### src/rtl/mc_ctrl_pkg.sv
`default_nettype none
// ============================================================================
//  Module      : mc_ctrl_pkg
//  Description : Shared types and constants for the multicycle control FSM:
//                state encoding, opcodes, immediate-format codes, ALU
//                operation codes and the ALUOp class.
//  Revision    : 1.0  initial release
// ============================================================================
package mc_ctrl_pkg;

    // Controller states; the 4-bit code is visible on state_o.
    typedef enum logic [3:0] {
        c_st_fetch    = 4'd0,
        c_st_decode   = 4'd1,
        c_st_memadr   = 4'd2,
        c_st_memread  = 4'd3,
        c_st_memwb    = 4'd4,
        c_st_memwrite = 4'd5,
        c_st_execr    = 4'd6,
        c_st_execi    = 4'd7,
        c_st_jalr1    = 4'd8,
        c_st_jal      = 4'd9,
        c_st_aluwb    = 4'd10,
        c_st_branch   = 4'd11,
        c_st_trap     = 4'd12,
        c_st_error    = 4'd13
    } state_t;

    // Class of ALU operation requested by the FSM; the decoder refines it.
    typedef enum logic [1:0] {
        c_aluop_add   = 2'd0,
        c_aluop_sub   = 2'd1,
        c_aluop_rtype = 2'd2,
        c_aluop_itype = 2'd3
    } aluop_t;

    // Opcodes
    localparam logic [6:0] c_op_load   = 7'b0000011;
    localparam logic [6:0] c_op_store  = 7'b0100011;
    localparam logic [6:0] c_op_rtype  = 7'b0110011;
    localparam logic [6:0] c_op_ialu   = 7'b0010011;
    localparam logic [6:0] c_op_lui    = 7'b0110111;
    localparam logic [6:0] c_op_auipc  = 7'b0010111;
    localparam logic [6:0] c_op_jal    = 7'b1101111;
    localparam logic [6:0] c_op_jalr   = 7'b1100111;
    localparam logic [6:0] c_op_branch = 7'b1100011;

    // Immediate formats
    localparam logic [2:0] c_imm_i = 3'b000;
    localparam logic [2:0] c_imm_s = 3'b001;
    localparam logic [2:0] c_imm_b = 3'b010;
    localparam logic [2:0] c_imm_j = 3'b011;
    localparam logic [2:0] c_imm_u = 3'b100;

    // ALU operation codes
    localparam logic [3:0] c_alu_add   = 4'd0;
    localparam logic [3:0] c_alu_sub   = 4'd1;
    localparam logic [3:0] c_alu_and   = 4'd2;
    localparam logic [3:0] c_alu_or    = 4'd3;
    localparam logic [3:0] c_alu_xor   = 4'd4;
    localparam logic [3:0] c_alu_slt   = 4'd5;
    localparam logic [3:0] c_alu_sltu  = 4'd6;
    localparam logic [3:0] c_alu_sll   = 4'd7;
    localparam logic [3:0] c_alu_srl   = 4'd8;
    localparam logic [3:0] c_alu_sra   = 4'd9;
    localparam logic [3:0] c_alu_passb = 4'd10;

    // Immediate format implied by the opcode; unknown opcodes fall to I.
    function automatic logic [2:0] imm_src_f(input logic [6:0] op);
        case (op)
            c_op_store:           imm_src_f = c_imm_s;
            c_op_branch:          imm_src_f = c_imm_b;
            c_op_jal:             imm_src_f = c_imm_j;
            c_op_lui, c_op_auipc: imm_src_f = c_imm_u;
            default:              imm_src_f = c_imm_i;
        endcase
    endfunction

endpackage
`default_nettype wire

### src/rtl/mc_alu_dec.sv
`default_nettype none
// ============================================================================
//  Module      : mc_alu_dec
//  Description : Combinational ALU control decoder. Maps the ALUOp class
//                from the FSM plus funct3/funct7b5/op to an ALU op code.
//  Revision    : 1.0  initial release
// ============================================================================
module mc_alu_dec
    import mc_ctrl_pkg::*;
#(
    parameter int ALUCTL_W = 4
) (
    input  aluop_t              i_aluop,
    input  logic [2:0]          i_funct3,
    input  logic                i_funct7b5,
    input  logic [6:0]          i_op,
    output logic [ALUCTL_W-1:0] o_alu_control
);

    logic [3:0] w_code;

    // Register-register ops honour funct7b5 for SUB/SRA; immediate ops only
    // for SRAI, since addi has no subtract form.
    always_comb begin
        w_code = c_alu_add;
        case (i_aluop)
            c_aluop_add: w_code = c_alu_add;
            c_aluop_sub: w_code = c_alu_sub;
            default: begin
                if (i_aluop == c_aluop_itype && i_op == c_op_lui) begin
                    w_code = c_alu_passb;
                end else if (i_aluop == c_aluop_itype && i_op == c_op_auipc) begin
                    w_code = c_alu_add;
                end else begin
                    case (i_funct3)
                        3'b000: w_code = (i_aluop == c_aluop_rtype && i_funct7b5)
                                         ? c_alu_sub : c_alu_add;
                        3'b001: w_code = c_alu_sll;
                        3'b010: w_code = c_alu_slt;
                        3'b011: w_code = c_alu_sltu;
                        3'b100: w_code = c_alu_xor;
                        3'b101: w_code = i_funct7b5 ? c_alu_sra : c_alu_srl;
                        3'b110: w_code = c_alu_or;
                        default: w_code = c_alu_and;
                    endcase
                end
            end
        endcase
    end

    assign o_alu_control = ALUCTL_W'(w_code);

endmodule
`default_nettype wire

### src/rtl/mc_ctrl_fsm.sv
`default_nettype none
// ============================================================================
//  Module      : mc_ctrl_fsm
//  Description : Multicycle RV32I control FSM with handshaked memory
//                accesses. Optional memory-wait watchdog enabled by the
//                macro MC_CTRL_TIMEOUT_EN (default build: no watchdog).
//  Revision    : 1.0  initial release
// ============================================================================
module mc_ctrl_fsm
    import mc_ctrl_pkg::*;
#(
    parameter int ALUCTL_W    = 4,
    parameter int MEM_TIMEOUT = 16
) (
    input  logic                clk,
    input  logic                reset,
    input  logic [6:0]          op,
    input  logic [2:0]          funct3,
    input  logic                funct7b5,
    input  logic                Zero,
    input  logic                Lt,
    input  logic                Ltu,
    input  logic                mem_ready,
    output logic                mem_req,
    output logic                MemWrite,
    output logic                IRWrite,
    output logic                RegWrite,
    output logic                AdrSrc,
    output logic                PCWrite,
    output logic                illegal,
    output logic                timeout_err,
    output logic [1:0]          ResultSrc,
    output logic [1:0]          ALUSrcA,
    output logic [1:0]          ALUSrcB,
    output logic [2:0]          ImmSrc,
    output logic [ALUCTL_W-1:0] ALUControl,
    output logic [3:0]          state_o
);

    state_t r_state;
    state_t w_next;
    aluop_t w_aluop;
    logic   r_illegal;
    logic   r_timeout_err;
    logic   w_wait_state;
    logic   w_timeout;
    logic   w_taken;

    assign w_wait_state = (r_state == c_st_fetch) || (r_state == c_st_memread) ||
                          (r_state == c_st_memwrite);

`ifdef MC_CTRL_TIMEOUT_EN
    logic [7:0] r_wait_cnt;
    assign w_timeout = w_wait_state && !mem_ready &&
                       (r_wait_cnt == 8'(MEM_TIMEOUT - 1));
`else
    logic w_unused_timeout;
    assign w_unused_timeout = ^8'(MEM_TIMEOUT);
    assign w_timeout        = 1'b0;
`endif

    // Branch condition selected by funct3.
    always_comb begin
        w_taken = 1'b0;
        case (funct3)
            3'b000:  w_taken = Zero;
            3'b001:  w_taken = !Zero;
            3'b100:  w_taken = Lt;
            3'b101:  w_taken = !Lt;
            3'b110:  w_taken = Ltu;
            3'b111:  w_taken = !Ltu;
            default: w_taken = 1'b0;
        endcase
    end

    // Next-state selection and per-state control outputs.
    always_comb begin
        w_next    = r_state;
        w_aluop   = c_aluop_add;
        mem_req   = 1'b0;
        MemWrite  = 1'b0;
        IRWrite   = 1'b0;
        RegWrite  = 1'b0;
        AdrSrc    = 1'b0;
        PCWrite   = 1'b0;
        ResultSrc = 2'b00;
        ALUSrcA   = 2'b00;
        ALUSrcB   = 2'b00;
        case (r_state)
            c_st_fetch: begin
                mem_req   = 1'b1;
                ALUSrcB   = 2'b10;
                ResultSrc = 2'b10;
                IRWrite   = mem_ready;
                PCWrite   = mem_ready;
                if (mem_ready)      w_next = c_st_decode;
                else if (w_timeout) w_next = c_st_error;
            end
            c_st_decode: begin
                ALUSrcA = 2'b01;
                ALUSrcB = 2'b01;
                case (op)
                    c_op_load, c_op_store:          w_next = c_st_memadr;
                    c_op_rtype:                     w_next = c_st_execr;
                    c_op_ialu, c_op_lui, c_op_auipc: w_next = c_st_execi;
                    c_op_jal:                       w_next = c_st_jal;
                    c_op_jalr:                      w_next = c_st_jalr1;
                    c_op_branch:
                        w_next = (funct3 == 3'b010 || funct3 == 3'b011)
                                 ? c_st_trap : c_st_branch;
                    default:                        w_next = c_st_trap;
                endcase
            end
            c_st_memadr: begin
                ALUSrcA = 2'b10;
                ALUSrcB = 2'b01;
                w_next  = (op == c_op_store) ? c_st_memwrite : c_st_memread;
            end
            c_st_memread: begin
                mem_req = 1'b1;
                AdrSrc  = 1'b1;
                if (mem_ready)      w_next = c_st_memwb;
                else if (w_timeout) w_next = c_st_error;
            end
            c_st_memwb: begin
                ResultSrc = 2'b01;
                RegWrite  = 1'b1;
                w_next    = c_st_fetch;
            end
            c_st_memwrite: begin
                mem_req  = 1'b1;
                AdrSrc   = 1'b1;
                MemWrite = 1'b1;
                if (mem_ready)      w_next = c_st_fetch;
                else if (w_timeout) w_next = c_st_error;
            end
            c_st_execr: begin
                ALUSrcA = 2'b10;
                w_aluop = c_aluop_rtype;
                w_next  = c_st_aluwb;
            end
            c_st_execi: begin
                ALUSrcA = (op == c_op_auipc) ? 2'b01 : 2'b10;
                ALUSrcB = 2'b01;
                w_aluop = c_aluop_itype;
                w_next  = c_st_aluwb;
            end
            c_st_aluwb: begin
                RegWrite = 1'b1;
                w_next   = c_st_fetch;
            end
            c_st_jalr1: begin
                ALUSrcA = 2'b10;
                ALUSrcB = 2'b01;
                w_next  = c_st_jal;
            end
            c_st_jal: begin
                ALUSrcA = 2'b01;
                ALUSrcB = 2'b10;
                PCWrite = 1'b1;
                w_next  = c_st_aluwb;
            end
            c_st_branch: begin
                ALUSrcA = 2'b10;
                w_aluop = c_aluop_sub;
                PCWrite = w_taken;
                w_next  = c_st_fetch;
            end
            c_st_trap:  w_next = c_st_trap;
            c_st_error: w_next = c_st_error;
            default:    w_next = c_st_trap;
        endcase
    end

    // State register, sticky fault flags and the optional wait counter.
    always_ff @(posedge clk) begin
        if (reset) begin
            r_state       <= c_st_fetch;
            r_illegal     <= 1'b0;
            r_timeout_err <= 1'b0;
`ifdef MC_CTRL_TIMEOUT_EN
            r_wait_cnt    <= 8'd0;
`endif
        end else begin
            r_state       <= w_next;
            r_illegal     <= (w_next == c_st_trap);
            r_timeout_err <= (w_next == c_st_error);
`ifdef MC_CTRL_TIMEOUT_EN
            if (w_wait_state && !mem_ready && (w_next == r_state))
                r_wait_cnt <= r_wait_cnt + 8'd1;
            else
                r_wait_cnt <= 8'd0;
`endif
        end
    end

    mc_alu_dec #(
        .ALUCTL_W (ALUCTL_W)
    ) u_alu_dec (
        .i_aluop       (w_aluop),
        .i_funct3      (funct3),
        .i_funct7b5    (funct7b5),
        .i_op          (op),
        .o_alu_control (ALUControl)
    );

    assign ImmSrc      = imm_src_f(op);
    assign illegal     = r_illegal;
    assign timeout_err = r_timeout_err;
    assign state_o     = r_state;

endmodule
`default_nettype wire

### config.mk
export PLATFORM = sky130hd
export DESIGN_NAME = mc_ctrl_fsm
export DESIGN_NICKNAME = d
export VERILOG_FILES = /design/src/rtl/mc_ctrl_pkg.sv /design/src/rtl/mc_alu_dec.sv /design/src/rtl/mc_ctrl_fsm.sv
export SDC_FILE = /design/constraint.sdc
export NUM_CORES = 1
export LEC_CHECK = 0
export ABC_AREA = 1
export BUFFER_PORTS_ARGS = -buffer_cell sky130_fd_sc_hd__buf_2
export CAP_MARGIN = 20
export CORE_MARGIN = 1.5
export CORE_UTILIZATION = 49
export CTS_BUF_LIST = sky130_fd_sc_hd__clkbuf_4 sky130_fd_sc_hd__clkbuf_8
export CTS_CLUSTER_DIAMETER = 30
export CTS_CLUSTER_SIZE = 20
export DETAILED_ROUTE_END_ITERATION = 10
export PLACE_DENSITY = 0.94
export SETUP_SLACK_MARGIN = 0.3
export SLEW_MARGIN = 20
export SYNTH_ARGS = -nofsm -noshare
export SYNTH_HDL_FRONTEND = slang
export SYNTH_SLANG_ARGS = --single-unit
### constraint.sdc
create_clock -name clk -period 3.2 [get_ports clk]
set_input_delay 0.64 -clock clk [delete_from_list [all_inputs] [get_ports clk]]
set_output_delay 0.64 -clock clk [all_outputs]
set_load 0.02 [all_outputs]
==> Word-level counts from Yosys, hierarchy flattened <==
Cells that the tools add are included.
Widths: inputs -> output; s select.
{ "totals": {"mem_count": 0, "mem_bits_rw": 0, "input_bits": 17, "wordCells": 84, "register_bits": 6, "latch_bits": 0, "mem_bits_ro": 0} }
{ "op_classes": {"reduce_logical": 22, "magnitude_cmp": 0, "div_mod_pow": 0, "n_mux": 26, "mul": 0, "add_sub_neg": 0, "bitwise": 0, "shift": 0, "eq_ne": 33} }
{ "op_table": {"columns": ["operator", "n"], "rows": [
  ["$pmux 4 s9", 1],
  ["$eq 4x4->1 const B", 7],
  ["$pmux 4 s7", 1],
  ["$pmux 4 s6", 1],
  ["$eq 7x6->1 const B", 3],
  ["$eq 7x7->1 const B", 3],
  ["$mux 4", 5],
  ["$eq 4x3->1 const B", 4],
  ["$eq 7x5->1 const B", 2],
  ["$eq 3x3->1 const B", 4],
  ["$pmux 2 s3", 2],
  ["$pmux 3 s4", 1],
  ["$reduce_or 2->1", 6],
  ["$reduce_or 3->1", 4],
  ["$eq 4x2->1 const B", 2],
  ["$pmux 2 s2", 2],
  ["$pmux 4 s2", 1],
  ["$reduce_or 4->1", 2],
  ["$eq 7x2->1 const B", 1],
  ["$mux 1", 7],
  ["$eq 3x2->1 const B", 2],
  ["$mux 3", 2],
  ["$pmux 1 s6", 1],
  ["$eq 2x2->1 const B", 2],
  ["11 further kinds", 15]
]} }

==> Longest topological paths before layout <==
{ "logic_depth": {"depth_word": 9, "ltp_mapped": 11, "depth_no_buf": 11} }

==> Hierarchy <==
Synthesis repeated with hierarchy kept, for this count alone.
{ "hier_totals": {"cells_unflattened": 177, "area_unflattened_um2": 957.2} }
{ "modules_own_cells": {"columns": ["module", "seq_area_each_um2", "cells_per_inst", "n_inst", "area_each_um2"], "rows": [
  ["mc_ctrl_fsm", 120.1, 132, 1, 714.4],
  ["mc_alu_dec", 0.0, 45, 1, 242.7]
]} }

==> Worst setup path after synthesis <==
OpenSTA, ideal clock, no wires.
{ "synth_path": {"path_type": "input port to output port", "from": "in op[5]", "to": "out ALUControl[2]", "stages": 7, "arrival_ns": 1.707, "path_slack_ns": 0.853, "path_cell_list": "inv_1 > nand2_1 > nor2_1 > and2_1 > nand2_1 > nand2_1 > nor4_1"} }
{ "synth_via": {"elab_chain_cells": 5} }
{ "synth_rtl": {"columns": ["item", "line_no", "source"], "rows": [
  ["from (decl)", "mc_ctrl_fsm.sv:17", "input logic [6:0] op,"],
  ["$eq 7x5->1", "mc_alu_dec.sv:32", "end else if (i_aluop == c_aluop_itype && i_op == c_op_auipc) begin"],
  ["$logic_and 1x1->1", "mc_alu_dec.sv:32", null],
  ["$mux 4", "mc_alu_dec.sv:32", null],
  ["$mux 4 *", "mc_alu_dec.sv:30", "if (i_aluop == c_aluop_itype && i_op == c_op_lui) begin"],
  ["$pmux 4 s2 *", "mc_alu_dec.sv:26", "case (i_aluop)"],
  ["to (decl)", "mc_ctrl_fsm.sv:36", "output logic [ALUCTL_W-1:0] ALUControl,"]
]} }
Mark *: on every way between the ends. The rest lies on a longest branch, timed or not.

==> Worst setup path after layout <==
{ "layout_path": {"from": "in funct3[0]", "to": "out ALUControl[0]"} }
{ "layout_via": {"elab_chain_cells": 5} }
{ "layout_rtl": {"columns": ["item", "line_no", "source"], "rows": [
  ["from (decl)", "mc_ctrl_fsm.sv:18", "input logic [2:0] funct3,"],
  ["$eq 3x3->1 (tied with other cells)", "mc_alu_dec.sv:35", "case (i_funct3)"],
  ["$pmux 4 s7 *", "mc_alu_dec.sv:35", null],
  ["$mux 4 *", "mc_alu_dec.sv:32", null],
  ["$mux 4 *", "mc_alu_dec.sv:30", null],
  ["$pmux 4 s2 *", "mc_alu_dec.sv:26", null]
]} }
Marks and branches as above.

==> results.json <==
{
  "post-route-period-util_pct": 74.6,
  "critical_path_class": "input port to output pin",
  "r2r-end": "state_o[1]$_SDFF_PP0_",
  "cts.sinks": 6,
  "leakage_nw": 0.664,
  "synth-edff-count": 0,
  "gp_congestion": 0.891,
  "r2r_start": "state_o[1]$_SDFF_PP0_",
  "diodes": 0,
  "wl_per_cell_um": 10.0,
  "clkLatencyLatePin_ns": 0.24,
  "hold_viol_final": 0,
  "cts_tree": "done",
  "antenna_found_initial": 0,
  "clk_pin_slew_ns": 0.04,
  "vias_per_cell": 5.24,
  "fmax_mhz": 419,
  "maxCapViolations": 0,
  "synth_commonest_cells": "44 x nand2_1, 29 x nor2_1, 28 x inv_1",
  "ant_nets": 0,
  "synth-main-ff-cell": "dfxtp_1",
  "max_stage_delay_ns": 0.37,
  "numCtsBuffers": 3,
  "synthTopCellsByArea": "nand2_1 21%, dfxtp_1 15%, nor2_1 14%, inv_1 13%, o21ai_0 7.6%",
  "worstRegToRegCells": 8,
  "worstHoldStart": "reset",
  "synthArstFlopShare_pct": 0,
  "n_fill_cell": 147,
  "setup_viol": 0,
  "hpwlAfterDp_um": 1820,
  "powerDensity_nw_per_um2": 635,
  "io_pins": 42,
  "crit_start": "funct3[0]",
  "drc": 0,
  "finalNetCount": 220,
  "num_vias": 1138,
  "grt_pass1_wl_um": 3570,
  "ir_drop_uv": 296,
  "layout-drive-gt1-share_pct": 26.4,
  "synth.yosys.seq_area_share_pct": 15.2,
  "cp-end-kind": "output pin",
  "path_cells": "buf_2, nor3_1, nand2_1, nand2_1, a21oi_1, o31ai_1, buf_2",
  "post-route-util_pct": 68.8,
  "syn_to_final_growth_pct": 31.4,
  "yosysTopAreaCell": "nand2_1",
  "worst_pin_slew_ns": 0.387,
  "cts_resized": 0,
  "cts_max_level": 1,
  "status": "finished clean",
  "rrSetupSlack_ns": 1.70,
  "dieArea_um2": 1860,
  "synth_top_area_share_pct": 21.0,
  "grt_overflow": 0,
  "finalSetupTns_ns": 0,
  "cts-root-buf": "clkbuf_4",
  "routed_wirelength_um": 2170,
  "first_pass_iters": 4,
  "core_area_um2": 1510,
  "fin_skew_ns": 0.000146,
  "rsz0062_at_grt": "no",
  "synth_area_per_cell_um2": 5.02,
  "grt_max_degree": 8,
  "cts_setup_buffers": 0,
  "hold_class": "input port to flop",
  "grt_pass1_vias": 940,
  "numPortBuffers": 41,
  "worstPathRequired_ns": 2.56,
  "clockBufferDepth": 2,
  "synth_area_um2": 788,
  "fp-row-count": 14,
  "critPathArrivalTime_ns": 1.75,
  "syn-num-nets": 174,
  "die_width_um": 43.1,
  "period_needed_ns": 2.39,
  "cts_hold_buf": 0,
  "worst_path_max_delay_cell": "nor3_1",
  "startpoint_type": "input port",
  "yosysWarnings": 0,
  "initial_core_util_pct": 52.3,
  "crit_path_end": "ALUControl[0]",
  "fin_hold_ws_ns": 0.624,
  "synth-seq-cells": 6,
  "worstPathMaxFanout": 7,
  "drv_slew": 0,
  "synthCells": 157,
  "max_slew_margin_pct": 74.0,
  "synth.most_common_cell": "nand2_1",
  "first_iter_violations": 34,
  "ys_types": 23,
  "die_y_um": 43.1,
  "grt_usage_pct": 24.5
}
layout make-up:
type | count | area (um^2) | share of cell area [%]
Timing Repair Buffer | 41 | 205 | 19.8
Clock buffer | 3 | 22.5 | 2.17
Sequential cell | 6 | 120 | 11.6
Inverter | 29 | 109 | 10.5
Tap cell | 16 | 20.0 | 1.93
Multi-Input combinational cell | 122 | 559 | 54.0
cells in the final DEF (no fill, tap or decap), drive strengths merged:
cell type / n
nand2: 45
buf: 41
nor2: 32
inv: 29
o21ai: 14
nand3: 11
dfxtp: 6
a21oi: 6
nor3: 4
clkbuf: 3
nand4: 2
o211ai: 2
and2: 1
nor4: 1
o31ai: 1
or2: 1
a31oi: 1
nand3b: 1
per-stage QoR:
| stage | instance area, um^2 | cells | setup slack (ns) | power, mW |
|---|---|---|---|---|
| 4_1_cts | 1040 | 217 | 0.825 | 0.655 |
| 6_report | 1040 | 217 | 0.812 | 0.658 |
| 2_1_floorplan | 788 | 157 | 0.853 | 0.439 |
| 3_3_place_gp | 1010 | 214 | 0.904 | 0.575 |
| 5_1_grt | 1040 | 217 | 0.676 | 0.712 |
| 3_5_place_dp | 1010 | 214 | 0.826 | 0.581 |
state kept, by name (all words and copies together) (netlist names):
name / cells
illegal: 1
timeout_err: 1
state_o: 4
worst max-delay path, delay by kind of cell:
kind,cells,cell delay [ns]
AO/OA/AOI/OAI,2,0.24
buffers and inverters,2,0.33
AND/OR/NAND/NOR,3,0.54
cell families (layout without fill, tap and decap cells):
group | Yosys count | count (layout) | share of synthesized area (%)
AO/OA/AOI/OAI | 24 | 24 | 17.3
flip-flops | 6 | 6 | 15.2
AND/OR/NAND/NOR | 98 | 98 | 53.7
buffers and inverters | 29 | 73 | 13.8
power by group:
part	internal, mW	switching [mW]	leakage (nW)	total, mW
Clock	0.0424	0.0266	0.0138	0.0690
Combinational	0.146	0.320	0.601	0.466
Sequential	0.0928	0.0300	0.0489	0.123
Total	0.282	0.377	0.664	0.658
metal layers:
metal  wire (um)  global-route usage [%]  part of all wire (%)
met2        1070                    41.2                    49
met3         145                    5.11                   6.7
met5           0                       0                     0
met4          25                    11.5                   1.2
met1         925                    29.2                    43
worst min path at each step:
stage,to,slack (ns),depth (start not counted)
after floorplan,timeout_err$_SDFF_PP0_,0.68,4
after global placement,timeout_err$_SDFF_PP0_,0.62,4
after detailed placement,timeout_err$_SDFF_PP0_,0.63,4
after CTS,state_o[0]$_SDFF_PP0_,0.61,2
after global routing,state_o[3]$_SDFF_PP0_,0.61,2
final,state_o[0]$_SDFF_PP0_,0.62,2
(Power assumes the default switching activity.)
